## src/rtl/fetch_pkg.sv

```systemverilog
// Shared constants for the instruction-fetch stage.
package fetch_pkg;

   localparam int unsigned INSTR_W = 32;

   // Canonical bubble instruction: addi x0, x0, 0
   localparam logic [INSTR_W-1:0] NOP_INSTR = 32'h0000_0013;

   // Decode field positions inside a 32-bit instruction
   localparam int unsigned OPCODE_LSB = 0;
   localparam int unsigned OPCODE_MSB = 6;
   localparam int unsigned F3_LSB     = 12;
   localparam int unsigned F3_MSB     = 14;
   localparam int unsigned F7_B6_POS  = 30;

   localparam logic [31:0] DEFAULT_RESET_PC = 32'h0000_0000;

endpackage

```

## src/rtl/sync_fifo.sv

```systemverilog
// Synchronous FIFO with extra-bit pointers; push and pop may coincide at any occupancy.
module sync_fifo #(
   parameter int unsigned WIDTH = 64,
   parameter int unsigned DEPTH = 4
) (
   input  logic                     i_clk,
   input  logic                     i_rst,
   input  logic                     i_push,
   input  logic                     i_pop,
   input  logic                     i_clear,
   input  logic [WIDTH-1:0]         i_data,
   output logic [WIDTH-1:0]         o_data,
   output logic [$clog2(DEPTH):0]   o_count,
   output logic                     o_empty,
   output logic                     o_full
);

   localparam int unsigned AW = $clog2(DEPTH);

   logic [AW:0]      wr_ptr;
   logic [AW:0]      rd_ptr;
   logic [WIDTH-1:0] mem [DEPTH];
   logic             do_push;
   logic             do_pop;

   assign o_empty = (wr_ptr == rd_ptr);
   assign o_full  = (wr_ptr[AW] != rd_ptr[AW]) && (wr_ptr[AW-1:0] == rd_ptr[AW-1:0]);
   assign o_count = wr_ptr - rd_ptr;
   assign o_data  = mem[rd_ptr[AW-1:0]];

   // A pop on a full FIFO frees the slot the simultaneous push writes into
   assign do_pop  = i_pop & ~o_empty;
   assign do_push = i_push & (~o_full | do_pop);

   // Pointer update; clear wins over push/pop
   always_ff @(posedge i_clk or posedge i_rst) begin
      if (i_rst) begin
         wr_ptr <= '0;
         rd_ptr <= '0;
      end else if (i_clear) begin
         wr_ptr <= '0;
         rd_ptr <= '0;
      end else begin
         if (do_push) wr_ptr <= wr_ptr + (AW+1)'(1);
         if (do_pop)  rd_ptr <= rd_ptr + (AW+1)'(1);
      end
   end

   // Storage write
   always_ff @(posedge i_clk) begin
      if (do_push && !i_clear) mem[wr_ptr[AW-1:0]] <= i_data;
   end

endmodule

```

## src/rtl/fetch_prefetch_unit.sv

```systemverilog
// Instruction fetch: PC generator, in-order multi-outstanding imem port,
// prefetch queue and IF/ID register with redirect cancellation.
module fetch_prefetch_unit
   import fetch_pkg::*;
#(
   parameter int unsigned     XLEN     = 32,
   parameter int unsigned     DEPTH    = 4,
   parameter logic [XLEN-1:0] RESET_PC = XLEN'(DEFAULT_RESET_PC)
) (
   input  logic                    i_clk,
   input  logic                    i_rst,
   input  logic                    i_clk_en,
   input  logic                    i_pc_wr_en_h,
   input  logic                    i_redirect_h,
   input  logic [XLEN-1:0]         i_redirect_pc,
   input  logic                    i_if_id_stall_h,
   input  logic                    i_if_id_flush_h,
   output logic                    o_imem_req,
   output logic [XLEN-1:0]         o_imem_addr,
   input  logic                    i_imem_gnt,
   input  logic                    i_imem_rvalid,
   input  logic [31:0]             i_imem_rdata,
   output logic                    o_valid_d,
   output logic [31:0]             o_instr_d,
   output logic [XLEN-1:0]         o_pc_d,
   output logic [XLEN-1:0]         o_pc_plus4_d,
   output logic [6:0]              o_opcode_d,
   output logic [2:0]              o_f3_d,
   output logic                    o_f7_b6_d,
   output logic [$clog2(DEPTH):0]  o_q_count
);

   localparam int unsigned CW = $clog2(DEPTH) + 1;
   localparam int unsigned EW = XLEN + INSTR_W;
   localparam logic [CW:0] DEPTH_LIM = (CW+1)'(DEPTH);

   logic [XLEN-1:0] fetch_pc, fetch_pc_nxt;
   logic [XLEN-1:0] resp_pc, resp_pc_nxt;
   logic [CW-1:0]   outstanding, outstanding_nxt;
   logic [CW-1:0]   discard, discard_nxt;

   logic            valid_nxt;
   logic [31:0]     instr_nxt;
   logic [XLEN-1:0] pc_nxt;
   logic [XLEN-1:0] pc_plus4_nxt;

   logic [CW-1:0]   q_count;
   logic            q_empty;
   logic            q_full;
   logic [EW-1:0]   q_head;
   logic            q_push;
   logic            q_pop;
   logic            q_clear;

   logic [CW:0]     q_plus_out;
   logic [CW:0]     owed;
   logic [CW:0]     owed_after;
   logic            req;
   logic            issue;
   logic            resp_drop;
   logic            resp_take;

   // Issue cap: neither the queue nor the discard counter can overflow
   assign q_plus_out = (CW+1)'(q_count) + (CW+1)'(outstanding);
   assign owed       = (CW+1)'(outstanding) + (CW+1)'(discard);
   assign req = i_clk_en & ~i_rst & i_pc_wr_en_h & ~i_redirect_h
              & (q_plus_out < DEPTH_LIM) & (owed < DEPTH_LIM);
   assign issue = req & i_imem_gnt;

   // Responses owed to cancelled requests are consumed first; stray rvalid is ignored
   assign resp_drop = i_imem_rvalid & (discard != '0);
   assign resp_take = i_imem_rvalid & (discard == '0) & (outstanding != '0);

   // On redirect every response still owed is dropped, less the one arriving now
   assign owed_after = owed - (CW+1)'(i_imem_rvalid && (owed != '0));

   assign q_push  = i_clk_en & ~i_redirect_h & resp_take;
   assign q_pop   = i_clk_en & ~i_redirect_h & ~i_if_id_flush_h & ~i_if_id_stall_h & ~q_empty;
   assign q_clear = i_clk_en & i_redirect_h;

   assign o_imem_req  = req;
   assign o_imem_addr = fetch_pc;
   assign o_q_count   = q_count;

   sync_fifo #(
      .WIDTH (EW),
      .DEPTH (DEPTH)
   ) u_queue (
      .i_clk   (i_clk),
      .i_rst   (i_rst),
      .i_push  (q_push),
      .i_pop   (q_pop),
      .i_clear (q_clear),
      .i_data  ({resp_pc, i_imem_rdata}),
      .o_data  (q_head),
      .o_count (q_count),
      .o_empty (q_empty),
      .o_full  (q_full)
   );

   // Next-state for PCs and in-flight counters
   always_comb begin
      fetch_pc_nxt    = fetch_pc;
      resp_pc_nxt     = resp_pc;
      outstanding_nxt = outstanding;
      discard_nxt     = discard;
      if (i_redirect_h) begin
         fetch_pc_nxt    = i_redirect_pc;
         resp_pc_nxt     = i_redirect_pc;
         outstanding_nxt = '0;
         discard_nxt     = CW'(owed_after);
      end else begin
         if (issue)     fetch_pc_nxt = fetch_pc + XLEN'(4);
         if (resp_take) resp_pc_nxt  = resp_pc + XLEN'(4);
         if (resp_drop) discard_nxt  = discard - CW'(1);
         outstanding_nxt = outstanding + CW'(issue) - CW'(resp_take);
      end
   end

   // Next-state for IF/ID: redirect > flush > stall > advance
   always_comb begin
      valid_nxt    = o_valid_d;
      instr_nxt    = o_instr_d;
      pc_nxt       = o_pc_d;
      pc_plus4_nxt = o_pc_plus4_d;
      if (i_redirect_h || i_if_id_flush_h || (!i_if_id_stall_h && q_empty)) begin
         valid_nxt    = 1'b0;
         instr_nxt    = NOP_INSTR;
         pc_nxt       = '0;
         pc_plus4_nxt = '0;
      end else if (!i_if_id_stall_h) begin
         valid_nxt    = 1'b1;
         instr_nxt    = q_head[INSTR_W-1:0];
         pc_nxt       = q_head[EW-1 -: XLEN];
         pc_plus4_nxt = q_head[EW-1 -: XLEN] + XLEN'(4);
      end
   end

   // State registers; clock enable freezes everything
   always_ff @(posedge i_clk or posedge i_rst) begin
      if (i_rst) begin
         fetch_pc     <= RESET_PC;
         resp_pc      <= RESET_PC;
         outstanding  <= '0;
         discard      <= '0;
         o_valid_d    <= 1'b0;
         o_instr_d    <= NOP_INSTR;
         o_pc_d       <= '0;
         o_pc_plus4_d <= '0;
      end else if (i_clk_en) begin
         fetch_pc     <= fetch_pc_nxt;
         resp_pc      <= resp_pc_nxt;
         outstanding  <= outstanding_nxt;
         discard      <= discard_nxt;
         o_valid_d    <= valid_nxt;
         o_instr_d    <= instr_nxt;
         o_pc_d       <= pc_nxt;
         o_pc_plus4_d <= pc_plus4_nxt;
      end
   end

   // Decode fields sliced from the registered instruction
   assign o_opcode_d = o_instr_d[OPCODE_MSB:OPCODE_LSB];
   assign o_f3_d     = o_instr_d[F3_MSB:F3_LSB];
   assign o_f7_b6_d  = o_instr_d[F7_B6_POS];

endmodule

```

## config.mk

```make
export PLATFORM = sky130hd
export DESIGN_NAME = fetch_prefetch_unit
export DESIGN_NICKNAME = d
export VERILOG_FILES = /design/src/rtl/fetch_pkg.sv /design/src/rtl/sync_fifo.sv /design/src/rtl/fetch_prefetch_unit.sv
export SDC_FILE = /design/constraint.sdc
export NUM_CORES = 1
export LEC_CHECK = 0
export CAP_MARGIN = 20
export CELL_PAD_IN_SITES_DETAIL_PLACEMENT = 0
export CELL_PAD_IN_SITES_GLOBAL_PLACEMENT = 1
export CORE_MARGIN = 2
export CORE_UTILIZATION = 50
export DETAILED_ROUTE_END_ITERATION = 7
export PLACE_DENSITY = 0.92
export SKIP_LAST_GASP = 1
export SLEW_MARGIN = 40
export SYNTH_ARGS = -nofsm -noshare
export SYNTH_HDL_FRONTEND = slang
export SYNTH_SLANG_ARGS = --single-unit
```

## constraint.sdc

```tcl
create_clock -name i_clk -period 13 [get_ports i_clk]
set_clock_uncertainty 0.2 [all_clocks]
set_input_delay 2.6 -clock i_clk [delete_from_list [all_inputs] [get_ports i_clk]]
set_output_delay 2.6 -clock i_clk [all_outputs]
set_load 0.01 [all_outputs]
```

# Word level (Yosys, flattened, before mapping)
# Memory sizes are Yosys's and may differ from the RTL's.
# Index checks and enable logic that the tools add are counted.
# totals
inputBits	73
ram_bits	256
ff_bits	173
memories	1
# op_classes
n_bitwise	24
reduce_logical	21
magnitude_cmp	2
n_eq_ne	4
n_mux	21
n_addsub	12
# memory_table
name	words	word_bits	rd	rd_ports_with_merged_regs	write_ports	line	source
u_queue.mem	4	64	1	0	1	sync_fifo.sv:22	logic [WIDTH-1:0] mem [DEPTH];
# ops
op	n
two-way mux 32 bit	10
adder 32 x 3 -> 32 bit (second input constant)	3
two-way mux 3 bit	7
bitwise AND 1 bit	17
nonzero test 2 bit	5
adder 3 x 3 -> 4 bit	2
< comparator 4 x 3 -> 1 bit (second input constant)	2
AND reduction 2 bit	4
adder 3 x 1 -> 3 bit (second input constant)	2
inverter 1 bit	6
nonzero test 3 bit	2
subtractor 3 x 1 -> 3 bit	2
logical AND 1 bit	4
two-way mux 1 bit	4
nonzero test 4 bit	1
adder 3 x 1 -> 3 bit	1
equality test 3 bit	1
logical NOT 3 bit	1
subtractor 3 x 1 -> 3 bit (second input constant)	1
subtractor 3 bit	1
equality test 2 bit	1
logical NOT 1 bit	2
logical OR 1 bit	2
!= test 2 x 1 -> 1 bit (second input constant)	1
other kinds (2)	2

# Logic depth before layout (Yosys ltp)
# Gate-level depths: netlist of run 1.
# logic_depth
ltp_word	11
ltp_mapped	22

# By module
# Synthesis of run 1 repeated with hierarchy kept, for this count alone.
# hier_totals
hier_cells	1270
hier_area_um2	18338.8
# modules_own_cells
mod	instances	seq_area_each_um2	area_per_inst_um2	cells_per_inst
sync_fifo	1	7837.5	9711.8	388
fetch_prefetch_unit	1	4082.7	8627.0	882

# Least setup slack after synthesis of run 1
# No wires, ideal clock.
# synth_path
kind	input to output
start	input i_clk_en
end	output o_imem_req
setup_slack_ps	6874
stages	4
n_path_buf	1
arrival_ps	3326
cell_sequence	buf_2 and4bb_1 o211ai_1 nor3_1
# synth_via
elab_chain_len	5
# synth_rtl
element	line	source
start, declared	fetch_prefetch_unit.sv:12	input logic i_clk_en,
bitwise AND 1 bit (3 in a row)	fetch_prefetch_unit.sv:66	assign req = i_clk_en & ~i_rst & i_pc_wr_en_h & ~i_redirect_h
bitwise AND 1 bit (2 in a row)	fetch_prefetch_unit.sv:67	& (q_plus_out < DEPTH_LIM) & (owed < DEPTH_LIM);
end, declared	fetch_prefetch_unit.sv:18	output logic o_imem_req,
# Every way passes these cells.

# Worst setup path after layout of run 1
# Same ends and word-level chain as after synthesis.

==> results of run 1 <==
logic make-up (layout without fill, tap and decap cells):
logic type	Yosys count	count (layout)	share of synthesized area
flops	425	425	0.654
compound gates	297	297	0.111
simple gates	294	294	0.0819
buf+inv	116	346	0.0314
mux	72	72	0.0860
xor+xnor	37	37	0.0178
fa+ha+maj	24	24	0.0177
cells in the final DEF (no fill, tap or decap), types with 5 or more instances in the layout:
| cell type | synthesis | layout |
|---|---|---|
| a22o_1 | 88 | 88 |
| dfrtp_1 | 166 | 164 |
| and2_1 | 14 | 10 |
| clkbuf_16 | 0 | 45 |
| nor4_2 | 7 | 8 |
| o31ai_1 | 12 | 12 |
| o41ai_1 | 8 | 8 |
| nand4_1 | 12 | 12 |
| xnor2_1 | 28 | 28 |
| clkdlybuf4s50_1 | 0 | 215 |
| o21ai_0 | 78 | 78 |
| mux4_2 | 52 | 52 |
| edfxtp_1 | 256 | 256 |
| mux4_1 | 12 | 12 |
| o22ai_1 | 8 | 8 |
| and3_1 | 10 | 10 |
| ha_1 | 21 | 21 |
| nor3_1 | 18 | 17 |
| buf_4 | 20 | 7 |
| clkbuf_1 | 42 | 14 |
| xor2_1 | 9 | 9 |
| clkinv_2 | 0 | 9 |
| a21oi_1 | 47 | 47 |
| nor2_1 | 45 | 45 |
| o21ai_1 | 9 | 9 |
| a31oi_1 | 7 | 7 |
| nand2_1 | 112 | 111 |
| nand3_1 | 35 | 35 |
| inv_1 | 31 | 30 |
| buf_6 | 2 | 9 |
| nand2b_1 | 7 | 7 |
| mux2i_1 | 7 | 7 |
| o22a_1 | 5 | 5 |
power by group through the flow:
stage | Combinational, W | Sequential [W] | Clock, W
finish | 0.000304 | 0.00161 | 0.00125
global route | 0.000340 | 0.00162 | 0.00133
CTS | 0.000306 | 0.00160 | 0.00127
detailed placement | 0.000305 | 0.00163 | 0
global placement | 0.000295 | 0.00162 | 0
floorplan | 0.000176 | 0.00161 | 0
layer usage:
layer | wire [um] | track usage
met1 | 18300 | 0.316
met2 | 20500 | 0.361
met3 | 2200 | 0.0326
met4 | 639 | 0.0498
met5 | 0 | 0
flip-flops by register name, indices dropped and copies added (netlist names):
name	flops
discard	3
o_pc_d	32
o_valid_d	1
o_instr_d	32
o_imem_addr	31
resp_pc	31
o_pc_plus4_d	30
u_queue.rd_ptr	3
u_queue.wr_ptr	3
outstanding	3
u_queue.mem	256
path summary, 6_finish.rpt:
kind | start | end | slack [ps] | cells after the start
max in group asynchronous | i_rst | o_pc_plus4_d[23] | 9340 | 3
min | o_pc_plus4_d[14] | o_pc_plus4_d[14] | 280 | 2
max reg2reg | u_queue.rd_ptr[0] | outstanding[2] | 7940 | 17
min in group asynchronous | i_rst | discard[2] | 2250 | 2
max | i_clk_en | o_imem_req | 5580 | 5
min reg2reg | o_pc_plus4_d[14] | o_pc_plus4_d[14] | 280 | 2
critical path, delay by kind of cell:
family	cells	cell delay, ps
compound gates	1	100
buf+inv	2	1450
simple gates	2	460
area by class of cell:
| type | count | share of cell area |
|---|---|---|
| inverters | 31 | 0.00548 |
| clock buffers | 60 | 0.0539 |
| well taps | 461 | 0.0261 |
| clock inverters | 24 | 0.0116 |
| multi-input cells | 724 | 0.260 |
| repair buffers | 231 | 0.104 |
| flip-flops and latches | 425 | 0.539 |
stage by stage:
stage | total power (W) | hold WS [ps] | setup WS, ps | util | area [um2]
detailed placement | 0.00193 | 269 | 5590 | 0.579 | 20700
finish | 0.00316 | 278 | 5580 | 0.619 | 22100
CTS | 0.00319 | 287 | 5560 | 0.619 | 22100
floorplan | 0.00178 | 297 | 5630 | - | 18200
global route | 0.00329 | 310 | 5450 | 0.619 | 22100
global placement | 0.00192 | 265 | 5570 | 0.578 | 20600
==> key figures, run 1 <==
CTS
  – Clk sinks: 425
  – H-Tree Level Count: 2
  – Clk pin slew, worst setup/hold paths: 60 ps
  – Clock buffer depth: 3
  – Root Driver: clkbuf_16
  – CTS resizes: 0
  – Worst skew pair latency: 550 ps
  – CTS tree: built
  – CTS hold repair buffers: 0
  – CTS buffer count: 45
  – Post-CTS Setup Inserts: 0

Routing
  – First-pass iteration count of the detailed router: 5
  – WL final: 41.7 mm
  – Remaining antenna violation count after routing: 0
  – # DRC: 0
  – Via count: 11.5k
  – First DRT Iteration DRCs: 860
  – Vias/cell: 5.88
  – Drt wl/cell: 21.3 um

Power
  – Peak VDD IR: 90.1 uV
  – P_sw: 0.000774 W
  – Sw Share: 0.245
  – Leakage: 8.00 nW
  – Comb power frac: 0.096
  – Clock power frac: 0.396
  – Pwr/cell area: 143 mW/mm2
  – Sequential power share: 0.508
  – Internal power: 0.00239 W

Layout
  – Final cell count without fillers: 1956
  – Fill cells: 2646
  – Storage element area: 0.0119 mm2
  – Final nets: 1555
  – Multi-input logic area: 0.00576 mm2
  – Area growth, synth to finish: 21.5%
  – Share of layout cells above drive strength 1: 0.113
  – Diode count: 0

Critical path
  – Critical-path cell list: clkdlybuf4s50_1 -> and4bb_1 -> o211ai_1 -> nor3_1 -> clkdlybuf4s50_1
  – CP startpoint kind: input port
  – Crit. End Element: primary output
  – Critical path's most frequent cell: clkdlybuf4s50_1
  – Critical Path AT: 4620 ps
  – Critical Path Fanout Max: 19
  – Slowest stage cell, crit path: clkdlybuf4s50_1
  – Crit Path Category: input port to primary output
  – CP Data Required Time: 10200 ps
  – Crit-path max cell delay: 890 ps

Global routing
  – Antenna violations before repair: 0
  – GRT overflow: 0
  – First-pass GRT wire length: 65.8 mm
  – Vias in the first global route: 11.5k
  – Global router's overall resource usage: 0.221
  – Largest net degree at the start of global routing: 113

Place
  – Placer's final routability congestion estimate: 0.855
  – Number of instances in the placed design: 1872
  – I/O Buffers: 216
  – Post-detail-place hpwl: 25.8 mm

Timing
  – Final Hold Viols: 0
  – Actual slew at the worst max-slew pin: 781 ps
  – Max Slew Vio Count: 0
  – RSZ-0062 raised after global routing: false
  – Final worst-path cycle share: 0.571
  – Final setup vio count: 0
  – Post-layout min period: 7420 ps
  – F_max: 0.135 GHz
  – Slew margin rel.: 0.479
  – Setup TNS Final: 0 ps

Synth
  – Mapped Nets: 1362
  – EDFF count, synth: 256
  – Synth warn: 0
  – Flops & latches, synth: 425
  – Synth async-reset ratio: 0.398
  – Seq/Total Area, Yosys: 0.654
  – Ranking of synthesized cells by area: edfxtp_1 (42%), dfrtp_1 (23%), mux4_2 (6.4%), a22o_1 (4.2%), nand2_1 (2.3%)
  – Synth top area share: 0.422
  – Cell taking the most area after synthesis: edfxtp_1
  – Synth top cells by count: edfxtp_1 (256), dfrtp_1 (166), nand2_1 (112)
  – Mean post-synth cell area: 14.4 um2
  – Top-count cell post-synth: edfxtp_1
  – Cell Area, Synth: 0.0182 mm2
  – Top_reg_cell synth: edfxtp_1
  – Cells after Synth: 1265
  – Post-synthesis cell type count: 71

Floorplan
  – Die area: 0.0380 mm2
  – Core ar.: 0.0357 mm2
  – I/O Pins: 217
  – Initial core utilization: 0.510
  – Die Span Y: 195 um
  – Die X: 195 um
  – Rows: 69

Hold path
  – Worst hold-check path type: register to register

Flow run
  – Max-cap violation count: 0

Outcome
  – Status: finished clean
(Power assumes the default switching activity.)
==> run 2, diff against run 1 <==
--- a/config.mk
+++ b/config.mk
@@ -9,9 +9,9 @@
 export CELL_PAD_IN_SITES_DETAIL_PLACEMENT = 0
 export CELL_PAD_IN_SITES_GLOBAL_PLACEMENT = 1
 export CORE_MARGIN = 2
-export CORE_UTILIZATION = 50
+export CORE_UTILIZATION = 46
 export DETAILED_ROUTE_END_ITERATION = 7
-export PLACE_DENSITY = 0.92
+export PLACE_DENSITY = 0.86
 export SKIP_LAST_GASP = 1
 export SLEW_MARGIN = 40
 export SYNTH_ARGS = -nofsm -noshare
==> constraint.sdc (replaced) <==
create_clock -name i_clk -period 7.05 [get_ports i_clk]
set_clock_uncertainty 0.2 [all_clocks]
set_input_delay 1.41 -clock i_clk [delete_from_list [all_inputs] [get_ports i_clk]]
set_output_delay 1.41 -clock i_clk [all_outputs]
set_load 0.01 [all_outputs]
==> key figures, run 2 (synthesis gave the netlist of run 1 again) <==
Outcome
  – Status: finished clean

Timing
  – Post-layout min period: 5330 ps
  – F_max: 0.188 GHz
  – RSZ-0062 raised after global routing: false
  – Actual slew at the worst max-slew pin: 781 ps
  – Final Hold Viols: 0
  – Final worst-path cycle share: 0.756
  – Max Slew Vio Count: 0
  – Slew margin rel.: 0.479
  – Setup TNS Final: 0 ps
  – Fin Hold WS: 277 ps
  – Final setup vio count: 0
  – Min setup slack post-route: 1720 ps

Critical path
  – Crit Path Category: register to primary output
  – Critical Path AT: 3720 ps
  – CP startpoint kind: register
  – Critical Path Fanout Max: 29
  – Crit. End Element: primary output
  – CP Data Required Time: 5440 ps
  – FF-to-FF path depth: 17

Floorplan
  – Core ar.: 0.0389 mm2
  – Die X: 203 um
  – Die Span Y: 203 um
  – Rows: 72
  – Initial core utilization: 0.468
  – Die area: 0.0412 mm2
  – I/O Pins: 217

Layout
  – Share of layout cells above drive strength 1: 0.115
  – Final nets: 1555
  – Most common cell after layout, fill and taps aside: edfxtp_1
  – Fill cells: 3058
  – Diode count: 0
  – Final Util: 0.572
  – Area growth, synth to finish: 22.1%
  – Multi-input logic area: 0.00578 mm2
  – Final cell count without fillers: 2011
  – Largest register FFs: 256
  – Most frequent cells in the layout: edfxtp_1 (256), clkdlybuf4s50_1 (215), dfrtp_1 (164)
  – Storage element area: 0.0119 mm2

Power
  – Leakage: 8.03 nW
  – Peak VDD IR: 199 uV
  – Pwr/cell area: 265 mW/mm2

Global routing
  – Vias in the first global route: 11.4k
  – Largest net degree at the start of global routing: 112
  – GRT overflow: 0
  – First-pass GRT wire length: 65.4 mm
  – Antenna violations before repair: 0
  – Global router's overall resource usage: 0.203

Hold path
  – Hold depth: 2
  – Worst hold-check path type: register to register

CTS
  – Clock buffer depth: 3
  – H-Tree Level Count: 2
  – CTS resizes: 0
  – Clk pin slew, worst setup/hold paths: 60 ps
  – CTS buffer count: 44
  – CTS hold repair buffers: 0
  – Root Driver: clkbuf_16
  – Worst skew pair latency: 550 ps
  – Clk sinks: 425
  – Post-CTS Setup Inserts: 0
  – CTS tree: built

Routing
  – Remaining antenna violation count after routing: 0
  – WL final: 41.5 mm
  – First-pass iteration count of the detailed router: 5
  – # DRC: 0
  – Vias/cell: 5.67
  – Drt wl/cell: 20.7 um
  – Via count: 11.4k
  – First DRT Iteration DRCs: 869

Place
  – Number of instances in the placed design: 1930
  – I/O Buffers: 216
  – Place WS: 2050 ps
  – Post-detail-place hpwl: 27.3 mm
  – Placer's final routability congestion estimate: 0.826

Flow run
  – Max-cap violation count: 0
[run 2: report_power, final]
group          leakage, nW  switching, W  internal (W)
sequential            4.52      0.000182       0.00279
clock                0.730      0.000944       0.00141
combinational         2.78      0.000293      0.000272
total                 8.03       0.00142       0.00447
[run 2: area by class of cell]
cell class                      count  area share
Tap cell                          518      0.0291
Inverter                           31     0.00557
Multi-Input combinational cell    724       0.260
Timing Repair Buffer              232       0.103
Clock inverter                     21      0.0104
Clock buffer                       60      0.0568
Sequential cell                   425       0.536
[run 2: metrics by stage]
step / power, W / area, um2
2_1_floorplan: 0.00329 / 18200
3_3_place_gp: 0.00355 / 20700
3_5_place_dp: 0.00357 / 20700
4_1_cts: 0.00594 / 22200
5_1_grt: 0.00612 / 22300
6_report: 0.00589 / 22300
[run 2: per-layer routing]
layer / wire (um) / GRT usage
met5: 0 / 0
met4: 812 / 0.0529
met3: 2070 / 0.0266
met2: 19200 / 0.313
met1: 19400 / 0.307
[run 2: worst paths after layout]
kind,start,endpoint,slack [ps]
setup / recovery,u_queue.rd_ptr[0],o_imem_req,1720
hold / removal,o_pc_plus4_d[14],o_pc_plus4_d[14],280
setup reg to reg,u_queue.rd_ptr[0],outstanding[2],2120
hold reg to reg,o_pc_plus4_d[14],o_pc_plus4_d[14],280
max in group asynchronous,i_rst,o_pc_d[16],4370
min in group asynchronous,i_rst,discard[0],1160
[run 2: worst max-delay path, cell delays in order, from the launching register on]
cell and delay [ps]:
dfrtp_4 810, ha_1 240, inv_1 50, fa_1 370, xnor2_1 260, ha_1 280
nor3_1 220, o211ai_1 150, nor3_1 210, clkdlybuf4s50_1 580
